==> config.mk <==
export PLATFORM = sky130hd
export DESIGN_NAME = tag_fifo
export DESIGN_NICKNAME = d
export VERILOG_FILES = /design/src/rtl/tag_fifo.sv
export SDC_FILE = /design/constraint.sdc
export NUM_CORES = 1
export LEC_CHECK = 0
export CORE_ASPECT_RATIO = 1.2
export CORE_UTILIZATION = 25
export CTS_BUF_LIST = sky130_fd_sc_hd__clkbuf_4
export DETAILED_ROUTE_END_ITERATION = 8
export HOLD_SLACK_MARGIN = 0.03
export PLACE_DENSITY_LB_ADDON = 0.08
export SYNTH_ARGS = -nofsm -noshare
export SYNTH_HDL_FRONTEND = slang
export SYNTH_SLANG_ARGS = --single-unit
==> constraint.sdc <==
create_clock -name clk -period 5.3 [get_ports clk]
set_input_delay 0.795 -clock clk [delete_from_list [all_inputs] [get_ports clk]]
set_output_delay 0.795 -clock clk [all_outputs]
set_load 0.01 [all_outputs]
==> src/rtl/tag_fifo.sv <==
// ----------------------------------------------------------------------------
// tag_fifo
//
// Free-list of physical destination tags for the rename/dispatch stage.
// The FIFO holds the 32 tags that are currently unallocated. Dispatch takes
// the head tag (first-word fall-through), and retirement returns a tag to the
// tail. A flush (mispredict recovery) returns every tag at once by
// reinitialising the list to 0..31.
//
// Ports
//   clk            sole clock, all state changes on its rising edge
//   reset          synchronous, active-high; restores the 0..31 list and
//                  clears the sticky error flags
//   Tag_pop        dispatch consumes Tag_out this cycle
//   Tag_out        tag at the head of the free list (valid when !Tag_empty)
//   Tag_empty      no free tags remain
//   Tag_full       all 32 tags are free
//   Tag_count      number of free tags, 0..32
//   Retire_rd_tag  tag being returned by the retiring instruction
//   Retire_valid   Retire_rd_tag is returned this cycle
//   Flush          every tag becomes free on the next edge
//   Overflow_err   sticky: a return was attempted while the list was full
//   Underflow_err  sticky: a dispatch pop was attempted while empty
// ----------------------------------------------------------------------------
module tag_fifo (
    input  logic       clk,
    input  logic       reset,
    input  logic       Tag_pop,
    output logic [4:0] Tag_out,
    output logic       Tag_empty,
    output logic       Tag_full,
    output logic [5:0] Tag_count,
    input  logic [4:0] Retire_rd_tag,
    input  logic       Retire_valid,
    input  logic       Flush,
    output logic       Overflow_err,
    output logic       Underflow_err
);

    localparam int DEPTH = 32;

    logic [4:0] entry [DEPTH];
    logic [4:0] rd_ptr;
    logic [4:0] wr_ptr;
    logic [5:0] count;
    logic       overflow_q;
    logic       underflow_q;

    logic       list_empty;
    logic       list_full;
    logic       do_pop;
    logic       do_push;
    logic       bad_pop;
    logic       bad_push;
    logic [5:0] count_next;

    // Status is taken from the registered count only, so a push in the same
    // cycle cannot rescue a pop from an empty list (and vice versa).
    always_comb begin
        list_empty = (count == 6'd0);
        list_full  = (count == 6'd32);
    end

    // Qualify the requests. Flush wins over both, and a request that loses
    // to a flush is simply dropped rather than being reported as an error.
    always_comb begin
        do_pop   = Tag_pop      && !list_empty && !Flush;
        do_push  = Retire_valid && !list_full  && !Flush;
        bad_pop  = Tag_pop      &&  list_empty && !Flush;
        bad_push = Retire_valid &&  list_full  && !Flush;
    end

    // A simultaneous pop and push leaves the occupancy unchanged.
    always_comb begin
        count_next = count;
        case ({do_push, do_pop})
            2'b10:   count_next = count + 6'd1;
            2'b01:   count_next = count - 6'd1;
            default: count_next = count;
        endcase
    end

    // Pointer, count and storage update. Reset and flush both rebuild the
    // identity list 0..31; only reset touches the error flags.
    always_ff @(posedge clk) begin
        if (reset) begin
            for (int i = 0; i < DEPTH; i++) begin
                entry[i] <= 5'(i);
            end
            rd_ptr      <= 5'd0;
            wr_ptr      <= 5'd0;
            count       <= 6'd32;
            overflow_q  <= 1'b0;
            underflow_q <= 1'b0;
        end else if (Flush) begin
            for (int i = 0; i < DEPTH; i++) begin
                entry[i] <= 5'(i);
            end
            rd_ptr <= 5'd0;
            wr_ptr <= 5'd0;
            count  <= 6'd32;
        end else begin
            if (do_push) begin
                entry[wr_ptr] <= Retire_rd_tag;
                wr_ptr        <= wr_ptr + 5'd1;
            end
            if (do_pop) begin
                rd_ptr <= rd_ptr + 5'd1;
            end
            count <= count_next;
            if (bad_push) begin
                overflow_q <= 1'b1;
            end
            if (bad_pop) begin
                underflow_q <= 1'b1;
            end
        end
    end

    // Output mapping; the head tag falls through with no register stage.
    always_comb begin
        Tag_out       = entry[rd_ptr];
        Tag_empty     = list_empty;
        Tag_full      = list_full;
        Tag_count     = count;
        Overflow_err  = overflow_q;
        Underflow_err = underflow_q;
    end

endmodule
# --- After elaboration in Yosys (flattened, before gate mapping) ---
# Memories as Yosys holds them, arrays and structs flattened. A register that Yosys moved wholly into a read port is not among the register bits.
# Cells that the tools add are included.
word_totals:
  regBits: 18
  ramBits: 160
  inputBits: 10
  out_inout_bits: 15
  elab_cells: 110
  mem_count: 1
mem_list:
  columns: ["name", "words", "word_bits", "read_ports", "rd_clocked_by_memory_dff", "write_ports", "line_no", "rtl"]
  rows:
  - ["entry", 32, 5, 1, 1, 32, "42", "logic [4:0] entry [DEPTH];"]
classes:
  n_addsub: 4
  eq_ne: 3
  n_mux: 47
  bitwise: 33
  n_reduce_logical: 17
ops:
  columns: ["operator", "count"]
  rows:
  - ["2-to-1 mux 5 bit", 36]
  - ["OR 1 bit", 32]
  - ["one-hot mux 6 bit (2 select lines)", 1]
  - ["adder 5 x 1 -> 5 bit, second input constant", 2]
  - ["2-to-1 mux 1 bit", 10]
  - ["logical AND 1 bit", 8]
  - ["adder 6 x 1 -> 6 bit, second input constant", 1]
  - ["== test 6 bit, second input constant", 1]
  - ["zero test 6 bit", 1]
  - ["subtractor 6 x 1 -> 6 bit, second input constant", 1]
  - ["OR reduction 5 bit", 1]
  - ["AND reduction 2 bit", 2]
  - ["zero test 1 bit", 3]
  - ["== test 2 x 1 -> 1 bit, second input constant", 1]
  - ["== test 2 bit, second input constant", 1]
  - ["nonzero test 2 bit", 1]
  - ["OR reduction 2 bit", 1]
  - ["inverter 1 bit", 1]

# --- Logic depth before layout (Yosys ltp) ---
# Gate-level depths: netlist of run 1.
depth:
  ltp_word: 10
  depth_mapped: 10
  ltp_nobuf: 9

# --- Worst setup path after synthesis of run 1 ---
# No wires, ideal clock.
synth_path:
  kind: "register to register"
  startpoint: "register count[0], in the netlist Tag_count[0]"
  endpoint: "register count[5], in the netlist Tag_count[5]"
  setup_ps: 63
  arrival_ps: 2936
  required_time_ps: 5237
  setup_slack_ps: 2301
  stages_incl_launch_ff: 11
  n_path_buf: 1
  synth_period_minus_slack_ps: 2999
  cell_sequence: "dfxtp_1 -> or4_4 -> buf_6 -> o31ai_4 -> inv_1 -> ha_1 -> ha_1 -> o21ai_0 -> or4_1 -> a31o_2 -> nand3_1"
synth_between:
  elab_chain_cells: 6
  word_cells_on_any_way: 14
  cone_classes: "2 x add/sub; 3 x eq/ne; 1 x mux; 8 x reduce/logical"
synth_lines:
  columns: ["item", "line_no", "rtl"]
  rows:
  - ["from (decl)", "45", "logic [5:0] count;"]
  - ["from (signal assigned)", "110", "count <= count_next;"]
  - ["== test 6 bit or zero test 6 bit (tied branches)", "61, 60", null]
  - ["zero test 1 bit, on equally long branches", "68, 67", null]
  - ["logical AND 1 bit, on equally long branches (2 in series)", "68, 67", null]
  - ["== test 2 x 1 -> 1 bit or == test 2 bit (tied branches)", "76", "case ({do_push, do_pop})"]
  - ["one-hot mux 6 bit (2 select lines) or nonzero test 2 bit (tied branches)", null, null]
# Parallel ways exist; a longest one is shown, timed or not.
# A chain may end at the register's enable or synchronous reset.

==> qor.txt, run 1 <==
Status: completed
Final Hold Viols: 0
Crit path launch type: flip-flop
Post-DR vias/cell: 4.63
Max Fanout on Critical Path: 15
Die Span X: 172 microns
Dpl ws: 1540 ps
# Post-CTS Setup Buffers: 0
Skew final: 26.5 ps
Clock latency on the worst-skew pair: 600 ps
Post-layout min period: 4300 ps
CTS tree: yes
CTS Buf Count: 17
Post-synthesis sequential area ratio: 60.8%
Gr usage total: 14.1%
Cell count after synthesis: 699
WP data arrival: 3500 ps
Number of global-route vias before repair: 5594
Largest net degree at the start of global routing: 37
Critical Path RT: 4510 ps
DR vias: 5395
WS Path Type: reg2out
Worst IR drop on VDD: 95.0 uV
CTS Sinks: 183
Clock slew at reported path FFs: 160 ps
Static leakage: 3.20 nW
Share of layout cells above drive strength 1: 14.7%
Drt first pass iters: 7
Area growth syn-to-layout: 10.4%
Max cap viols: 0
Core ar.: 34100 sq um
Slew Viols, Final: 0
Final antenna-violating net count: 0
Syn_area_per_cell: 12.4 sq um
GR Util met1: 16.9%
DRC violations left: 0
CTS Hold Bufs: 0
GRT busiest layer: met2
Die ar.: 35400 sq um
Initial antenna violation count: 1
Syn nets: 720
Rows: 74
Placed insts: 1135
Number of synthesized flops with an enable pin: 160
Final worst-path setup slack: 1000 ps
Clock buffer depth: 2
Ys flop type: edfxtp_1
Root buf cell: clkbuf_4
Met3 Use GR: 2.43%
GR Layer Usage met2: 25.3%
Yosys warns: 0
Least-Margin Pin Slew: 1100 ps
Fmax: 233 MHz
Yosys cell types: 48
Final Cycle Share: 81.1%
Hold/Removal Path Class: reg2reg
Hold Slack: 499 ps
Global-route wire length before repair: 35.5 mm
Initial core utilization: 25.4%
Final setup TNS: 0 ps
Final cell count without fillers: 1166
NumNets Final: 719
Grt ovf: 0
Fraction of registers with async set/reset: 0%
Placer Congestion: 0.784
Post-CTS Resized: 0
Initial DRC count: 333
Wire length per cell: 20.2 microns
RSZ-0062 raised after global routing: no
Final Instance Area: 9560 sq um
Syn Std Cell Area: 8660 sq um
PortBufs: 24
Hpwl dp: 15.9 mm
Crit end category: output pin
DP Area: 9290 sq um
Boundary Pins: 25
Chip height: 206 microns
PwrDens: 270 nW/um^2
Final setup viols: 0
Synth Register Bits: 183
# H-tree levels: 4
Detailed-route wire length: 23.5 mm
Slew HR: 26.6%
## flip-flops by register name, summed over array words and instances (netlist names), named ones only
| register | cells |
|---|---|
| Overflow_err | 1 |
| Tag_count | 6 |
| Underflow_err | 1 |
| entry | 160 |
| rd_ptr | 5 |
| wr_ptr | 5 |
## final timing paths
path	startpoint	slack [ps]	endpoint	cells after the start
max	flip-flop	1000	Tag_out[0]	6
min	Underflow_err$_SDFFE_PP0P_	500	Underflow_err$_SDFFE_PP0P_	2
max reg2reg	Tag_count[0]$_SDFFE_PP0P_	2050	Tag_count[5]$_SDFFE_PP1P_	9
min reg2reg	Underflow_err$_SDFFE_PP0P_	500	Underflow_err$_SDFFE_PP0P_	2
## layer usage
metal	wire length (microns)	vias to the layer above
li1	-	2567
met1	10200	2719
met2	12400	86
met3	573	23
met4	394	0
met5	0	-
## power by group
group	internal (mW)	total (mW)	switching (mW)
sequential	1.62	1.64	0.0252
clock	0.279	0.780	0.501
combinational	0.0518	0.161	0.109
## layout by cell type (no fill, tap or decap), drive strengths merged, types with 3 or more instances in the layout
cell type      instances
ha                    10
inv                   10
nor3                   4
mux4                  20
and3                  42
nor2                  57
nand2                 80
o311a                  4
nand4                  3
nand2b                18
and2                   9
dfxtp                 23
clkbuf                18
a21oi                 21
nand3                 51
or2                   26
a22o                   5
a221oi                 5
clkinv                 4
xor2                   4
or3                    5
nor2b                  4
mux2i                 42
edfxtp               160
and3b                  3
clkinvlp               4
buf                   13
o21ai                  6
a22oi                 10
nor3b                  6
clkdlybuf4s50         22
## cell type report
type / instances / area, sq um
antenna: 1 / 2.50
inverter: 8 / 30.0
clock buffer: 18 / 135
clock inverter: 12 / 130
timing repair buffer: 35 / 313
multi-input combinational: 453 / 3110
tap: 456 / 571
sequential: 183 / 5270
fill: 3597 / 24500
## cell usage after synthesis (all sizes together), types with 2 or more instances
master | number | area share [%]
a211oi | 2 | 0.17
a21o | 2 | 0.17
a21oi | 21 | 1.2
a221oi | 5 | 0.51
a22o | 5 | 0.51
a22oi | 10 | 0.87
a31o | 2 | 0.20
and2 | 9 | 0.77
and3 | 42 | 3.0
and3b | 3 | 0.30
buf | 21 | 1.6
clkbuf | 34 | 1.5
dfxtp | 23 | 5.3
edfxtp | 160 | 55
ha | 10 | 1.4
inv | 8 | 0.35
mux2i | 42 | 4.9
mux4 | 20 | 5.2
nand2 | 80 | 3.6
nand2b | 18 | 1.3
nand3 | 51 | 2.9
nand4 | 3 | 0.22
nor2 | 57 | 2.5
nor2b | 4 | 0.29
nor3 | 4 | 0.23
nor3b | 6 | 0.52
nor4b | 2 | 0.20
o21ai | 6 | 0.35
o311a | 4 | 0.46
o31ai | 2 | 0.33
or2 | 26 | 1.9
or3 | 5 | 0.36
or4 | 2 | 0.22
xnor2 | 2 | 0.20
xor2 | 4 | 0.40
## stage by stage
step	utilization, %	power (mW)
2_1_floorplan	-	1.76
3_3_place_gp	27.3	1.84
3_5_place_dp	27.3	1.84
4_1_cts	28.0	2.62
5_1_grt	28.1	2.68
6_report	28.1	2.58
## cell families after synthesis
kind of cell	Yosys count	share of synthesized area (%)
buf+inv	63	3.42
fa+ha+maj	11	1.68
compound gates	61	4.99
simple gates	313	18.4
mux	62	10.1
xor+xnor	6	0.607
flops	183	60.8
## critical path, cell delays in order, from the launching register on
cell	delay, ps
dfxtp_1	730
buf_4	390
mux4_2	540
a22o_1	200
a221oi_1	410
nand3_1	150
clkdlybuf4s50_1	500
(Power assumes the default switching activity.)
==> inputs of run 2 (changes only) <==
- clock period: 5.3 -> 4.1 ns (I/O delays scaled with it)
==> run 2 against run 1 <==
  * Final cell count rose by 0.51%
  * Sequential share of layout area shrank 0.48 points
  * Clock power grew 44%
  * Register-to-register slack worse by 1200 ps
  * Largest power group unchanged
  * Via count is 0.13% higher
==> qor.txt, run 2 (synthesis results as in run 1) <==
Grt ovf: 0 (unchanged)
Area of the multi-input gates: 3120 sq um (+0.20%)
Largest register by flop count: entry
CTS Sinks: 183 (unchanged)
GR Layer Usage met2: 23.4% (-1.9 points)
RSZ-0062 raised after global routing: no
Final setup TNS: 0 ps (unchanged)
Final antenna-violating net count: 0 (unchanged)
Chip height: 206 microns (unchanged)
Drt first pass iters: 4 (-3)
Static leakage: 3.25 nW (+1.8%)
PwrDens: 358 nW/um^2 (+32%)
Skew final: 18.0 ps (-8.45 ps)
Crit end category: output pin
Wire length per cell: 19.4 microns (-3.8%)
Depth of the most critical reg-to-reg path: 9 (unchanged)
Slew Viols, Final: 0 (unchanged)
Number of global-route vias before repair: 5528 (-1.2%)
Placer Congestion: 0.757 (-3.5%)
Detailed-route wire length: 22.8 mm (-3.3%)
DRC violations left: 0 (unchanged)
PortBufs: 24 (unchanged)
Clock slew at reported path FFs: 180 ps (+20 ps)
GR Util met1: 17.2% (+0.26 points)
Commonest non-fill, non-tap cell in the layout: edfxtp_1
Worst r2r src: Tag_count[0]$_SDFFE_PP0P_
Hold Slack: 502 ps (+2.72 ps)
Largest net degree at the start of global routing: 33 (-11%)
Met3 Use GR: 2.24% (-0.19 points)
Die Span X: 172 microns (unchanged)
Least-Margin Pin Slew: 869 ps (-232 ps)
CTS tree: yes
Clock latency on the worst-skew pair: 600 ps (about the same)
Boundary Pins: 25 (unchanged)
Critical path depth in cells: 6 (unchanged)
CTS Hold Bufs: 0 (unchanged)
Initial core utilization: 25.4% (unchanged)
Max Fanout on Critical Path: 6 (-9)
Initial antenna violation count: 1 (unchanged)
Clock buffer depth: 2 (unchanged)
Final Hold Viols: 0 (unchanged)
Max cap viols: 0 (unchanged)
GRT busiest layer: met2
Global-route wire length before repair: 34.7 mm (-2.2%)
Filler cells: 3572 (-0.70%)
WP data arrival: 3180 ps (-320 ps)
Worst IR drop on VDD: 152 uV (+60%)
Final setup viols: 0 (unchanged)
Root buf cell: clkbuf_4
Number of flip-flops in the largest register: 160 (unchanged)
Core ar.: 34100 sq um (unchanged)
Post-layout min period: 3790 ps
Slowest cell on crit path: mux4_2
PnR Total Power: 3.45 mW (+34%)
Area growth syn-to-layout: 11.4%
Share of layout cells above drive strength 1: 15.5% (+0.86 points)
# H-tree levels: 4 (unchanged)
CP peak stage delay: 510 ps (-220 ps)
WHS Endpoint: rd_ptr[4]$_SDFFE_PP0N_
Worst R2R Setup Slack: 880 ps (-1170 ps)
Hold Crit Start: rd_ptr[4]$_SDFFE_PP0N_
Post-DR vias/cell: 4.61 (-0.38%)
Reg-to-Reg End: Tag_count[5]$_SDFFE_PP1P_
Initial DRC count: 243 (-27%)
Gr usage total: 13.6% (-0.48 points)
Sequential Area: 5270 sq um (about the same)
WS Path Type: reg2out
Slew HR: 42.0% (+15 points)
Final Cycle Share: 92.5%
Hpwl dp: 15.2 mm (-4.5%)
Critical Path RT: 3480 ps (-1030 ps)
NumNets Final: 723 (+0.56%)
CP Cell Sequence: buf_4 > mux4_2 > a22o_1 > a221oi_1 > nand3_1 > clkdlybuf4s50_1
Crit path launch type: flip-flop
Rows: 74 (unchanged)
Commonest cells after routing, fill and taps aside: 160 x edfxtp_1, 76 x nand2_1, 56 x nor2_1
Status: completed
CP delay by family, top: buffers and inverters
CTS Buf Count: 17 (unchanged)
Worst hold path cell count: 2 (unchanged)
Core Util, Final: 28.3% (+0.25 points)
DR vias: 5402 (+0.13%)
Die ar.: 35400 sq um (unchanged)
Worst Path Buf+Inv: 2 (unchanged)
Fmax: 264 MHz
Hold/Removal Path Class: reg2reg
run 2: changes by cell type in the layout (fill, tap and decap cells not counted), moves of 2 or more:
cell        delta
inv_8          +5
buf_4          +4
clkinvlp_4     -4
clkinv_2       -2
inv_4          +2
inv_6          +2
run 2: worst max-delay path by stage:
stage | end | startpoint | slack [ps]
2_1_floorplan | Tag_count[5]$_SDFFE_PP1P_ | Tag_count[0]$_SDFFE_PP0P_ | 1100
3_3_place_gp | Tag_count[5]$_SDFFE_PP1P_ | Flush | 600
3_5_place_dp | Tag_count[5]$_SDFFE_PP1P_ | Flush | 560
4_1_cts | Tag_out[4] | flip-flop | 40
5_1_grt | Tag_out[4] | flip-flop | 50
6_report | Tag_out[0] | flip-flop | 310
run 2: layout make-up:
cell class | count | area share [%]
inverter | 8 | 0.311
multi-input combinational | 453 | 32.3
antenna | 1 | 0.0259
tap | 456 | 5.92
timing repair buffer | 39 | 3.61
clock buffer | 17 | 1.32
sequential | 183 | 54.6
clock inverter | 15 | 1.88
run 2: tightest hold or removal path, stage by stage (launching register included):
cell and delay (ps):
dfxtp_1 340, o21ai_0 60, a21oi_1 70
run 2: metal layers:
layer,part of all wire [%],up-vias
li1,-,2580
met1,45,2710
met2,50,88
met3,2.7,24
met4,1.8,0
met5,0,-
run 2: stage by stage:
| step | cell area (sq um) | worst slack, ps | instances |
|---|---|---|---|
| after floorplan | 8660 | 1100 | 699 |
| after global placement | 9330 | 598 | 1139 |
| after detailed placement | 9330 | 555 | 1139 |
| after CTS | 9640 | 39.4 | 1171 |
| after global routing | 9650 | 50.4 | 1172 |
| final | 9650 | 309 | 1172 |
run 2: power breakdown:
group,switching (mW),internal [mW]
combinational,0.139,0.0690
clock,0.730,0.394
sequential,0.0288,2.09
run 2: what timing repair did:
item | 4_1_cts | 5_1_grt
buffers inserted | 0 | 0
setup endpoints to repair | 0 | 5
gates resized for setup | 0 | 1
==> inputs of run 3 (changes only) <==
- PLACE_DENSITY_LB_ADDON: 0.08 -> not set
==> run 3 against run 2 <==
  * Clock skew decreased by 1.7 ps
  * Sequential power about the same
  * Register-to-register slack hardly changed
  * Clock power fell by 5%
  * Worst setup slack worse by 9.9 ps
  * Core utilization about the same
  * Clock-buffer cell count is the same
  * Sequential cell count unchanged
  * Combinational power fell by 5%
  * Design area hardly changed
  * Wire length shrank 17%
  * First-iteration DRC count increased by 81%
  * Critical endpoint is now Tag_out[3]
==> qor.txt, run 3 (synthesis results as in run 1) <==
Status: completed
Detailed-route wire length: 18.8 mm (-17%)
Post-CTS Resized: 0 (unchanged)
Drt first pass iters: 5 (+1)
CTS tree: yes
Wire length per cell: 16.0 microns (-17%)
Final setup TNS: 0 ps (unchanged)
Crit path launch type: flip-flop
Largest register by flop count: entry
Final antenna-violating net count: 0 (unchanged)
Area growth syn-to-layout: 11.4% (about the same)
Slowest cell on crit path: mux4_2
Final setup viols: 0 (unchanged)
Final Cycle Share: 92.7% (+0.24 points)
Final Hold Viols: 0 (unchanged)
Commonest cells after routing, fill and taps aside: 160 x edfxtp_1, 76 x nand2_1, 56 x nor2_1
Dpl ws: 631 ps (+76.0 ps)
WS Path Type: reg2out
Fmax: 263 MHz (-0.26%)
Crit end category: output pin
Core ar.: 34100 sq um (unchanged)
Slew Viols, Final: 0 (unchanged)
Chip height: 206 microns (unchanged)
Hpwl dp: 12.6 mm (-17%)
Post-layout min period: 3800 ps (+9.87 ps)
CTS Sinks: 183 (unchanged)
# Post-CTS Setup Buffers: 0 (unchanged)
Hold/Removal Path Class: reg2reg
Max cap viols: 0 (unchanged)
Static leakage: 3.25 nW (-0.13%)
Slew HR: 33.2% (-8.8 points)
Initial core utilization: 25.4% (unchanged)
Critical Path RT: 3480 ps (about the same)
Least-Margin Pin Slew: 999 ps (+130 ps)
Die Span X: 172 microns (unchanged)
Commonest non-fill, non-tap cell in the layout: edfxtp_1
Max Fanout on Critical Path: 24 (+18)
Skew final: 16.3 ps (-1.73 ps)
Largest net degree at the start of global routing: 36 (+9.1%)
Share of layout cells above drive strength 1: 15.2% (-0.30 points)
Clock slew at reported path FFs: 150 ps (-30 ps)
Filler cells: 3542 (-0.84%)
Global-route wire length before repair: 29.1 mm (-16%)
Grt ovf: 0 (unchanged)
PwrDens: 350 nW/um^2 (-2.2%)
Worst IR drop on VDD: 158 uV (+4.0%)
Clock latency on the worst-skew pair: 570 ps (-30 ps)
Initial antenna violation count: 1 (unchanged)
Placer Congestion: 0.761 (+0.63%)
CP Cell Sequence: buf_4 > mux4_2 > a22o_1 > a221oi_1 > nand3_1 > clkdlybuf4s50_1
Initial DRC count: 440 (+81%)
DR vias: 5335 (-1.2%)
# H-tree levels: 4 (unchanged)
Gr usage total: 11.1% (-2.5 points)
NumNets Final: 724 (+0.14%)
WP data arrival: 3190 ps (about the same)
DRC violations left: 0 (unchanged)
PnR Total Power: 3.38 mW (-2.2%)
CP peak stage delay: 600 ps (+90 ps)
Number of global-route vias before repair: 5242 (-5.2%)
Clock buffer depth: 2 (unchanged)
Post-DR vias/cell: 4.55 (-1.3%)
RSZ-0062 raised after global routing: no
Number of flip-flops in the largest register: 160 (unchanged)
Boundary Pins: 25 (unchanged)
PortBufs: 24 (unchanged)
Root buf cell: clkbuf_4
CTS Buf Count: 17 (unchanged)
Die ar.: 35400 sq um (unchanged)
Final worst-path setup slack: 299 ps (-9.87 ps)
Rows: 74 (unchanged)
CTS Hold Bufs: 0 (unchanged)
## run 3: where the power goes
group / total (mW) / leakage, nW / internal, mW / switching [mW]
clock network: 1.06 / 0.161 / 0.387 / 0.674
registers: 2.12 / 1.77 / 2.09 / 0.0267
logic: 0.198 / 1.32 / 0.0700 / 0.128
## run 3: path summary, 6_finish.rpt
kind,start,to,slack [ps],depth (start not counted)
max,flip-flop,Tag_out[3],300,6
max reg2reg,Tag_count[0]$_SDFFE_PP0P_,Tag_count[5]$_SDFFE_PP1P_,870,9
min,Underflow_err$_SDFFE_PP0P_,Underflow_err$_SDFFE_PP0P_,510,2
min reg2reg,Underflow_err$_SDFFE_PP0P_,Underflow_err$_SDFFE_PP0P_,510,2
## run 3: area by class of cell
| class | instances | area, sq um | area share [%] |
|---|---|---|---|
| Inverter | 8 | 30.0 | 0.311 |
| Clock inverter | 15 | 184 | 1.91 |
| Tap cell | 456 | 571 | 5.91 |
| Sequential cell | 183 | 5270 | 54.6 |
| Antenna cell | 1 | 2.50 | 0.0259 |
| Clock buffer | 17 | 128 | 1.32 |
| Multi-Input combinational cell | 453 | 3100 | 32.2 |
| Timing Repair Buffer | 40 | 360 | 3.73 |
## run 3: metal layers
metal	up-vias	GRT usage, %	wire length [microns]	share of wire [%]
li1	2594	-	-	-
met1	2580	13.3	8000	43
met2	133	19.5	9660	51
met3	28	2.09	743	4.0
met4	0	4.17	387	2.1
met5	-	0	0	0
## run 3: critical path: cells and delay by family (launching register included)
family / cells / cell delay (ps)
AO/OA/AOI/OAI: 2 / 570
buffers and inverters: 2 / 900
flip-flops: 1 / 340
multiplexers: 1 / 600
AND/OR/NAND/NOR: 1 / 200
## run 3: per-stage QoR
step	std cells	area [sq um]	utilization (%)	hold slack (ps)
after detailed placement	1140	9330	27.4	462
after CTS	1172	9650	28.3	502
after global placement	1140	9330	27.4	466
final	1173	9650	28.3	507
after floorplan	699	8660	-	459
after global routing	1173	9650	28.3	536
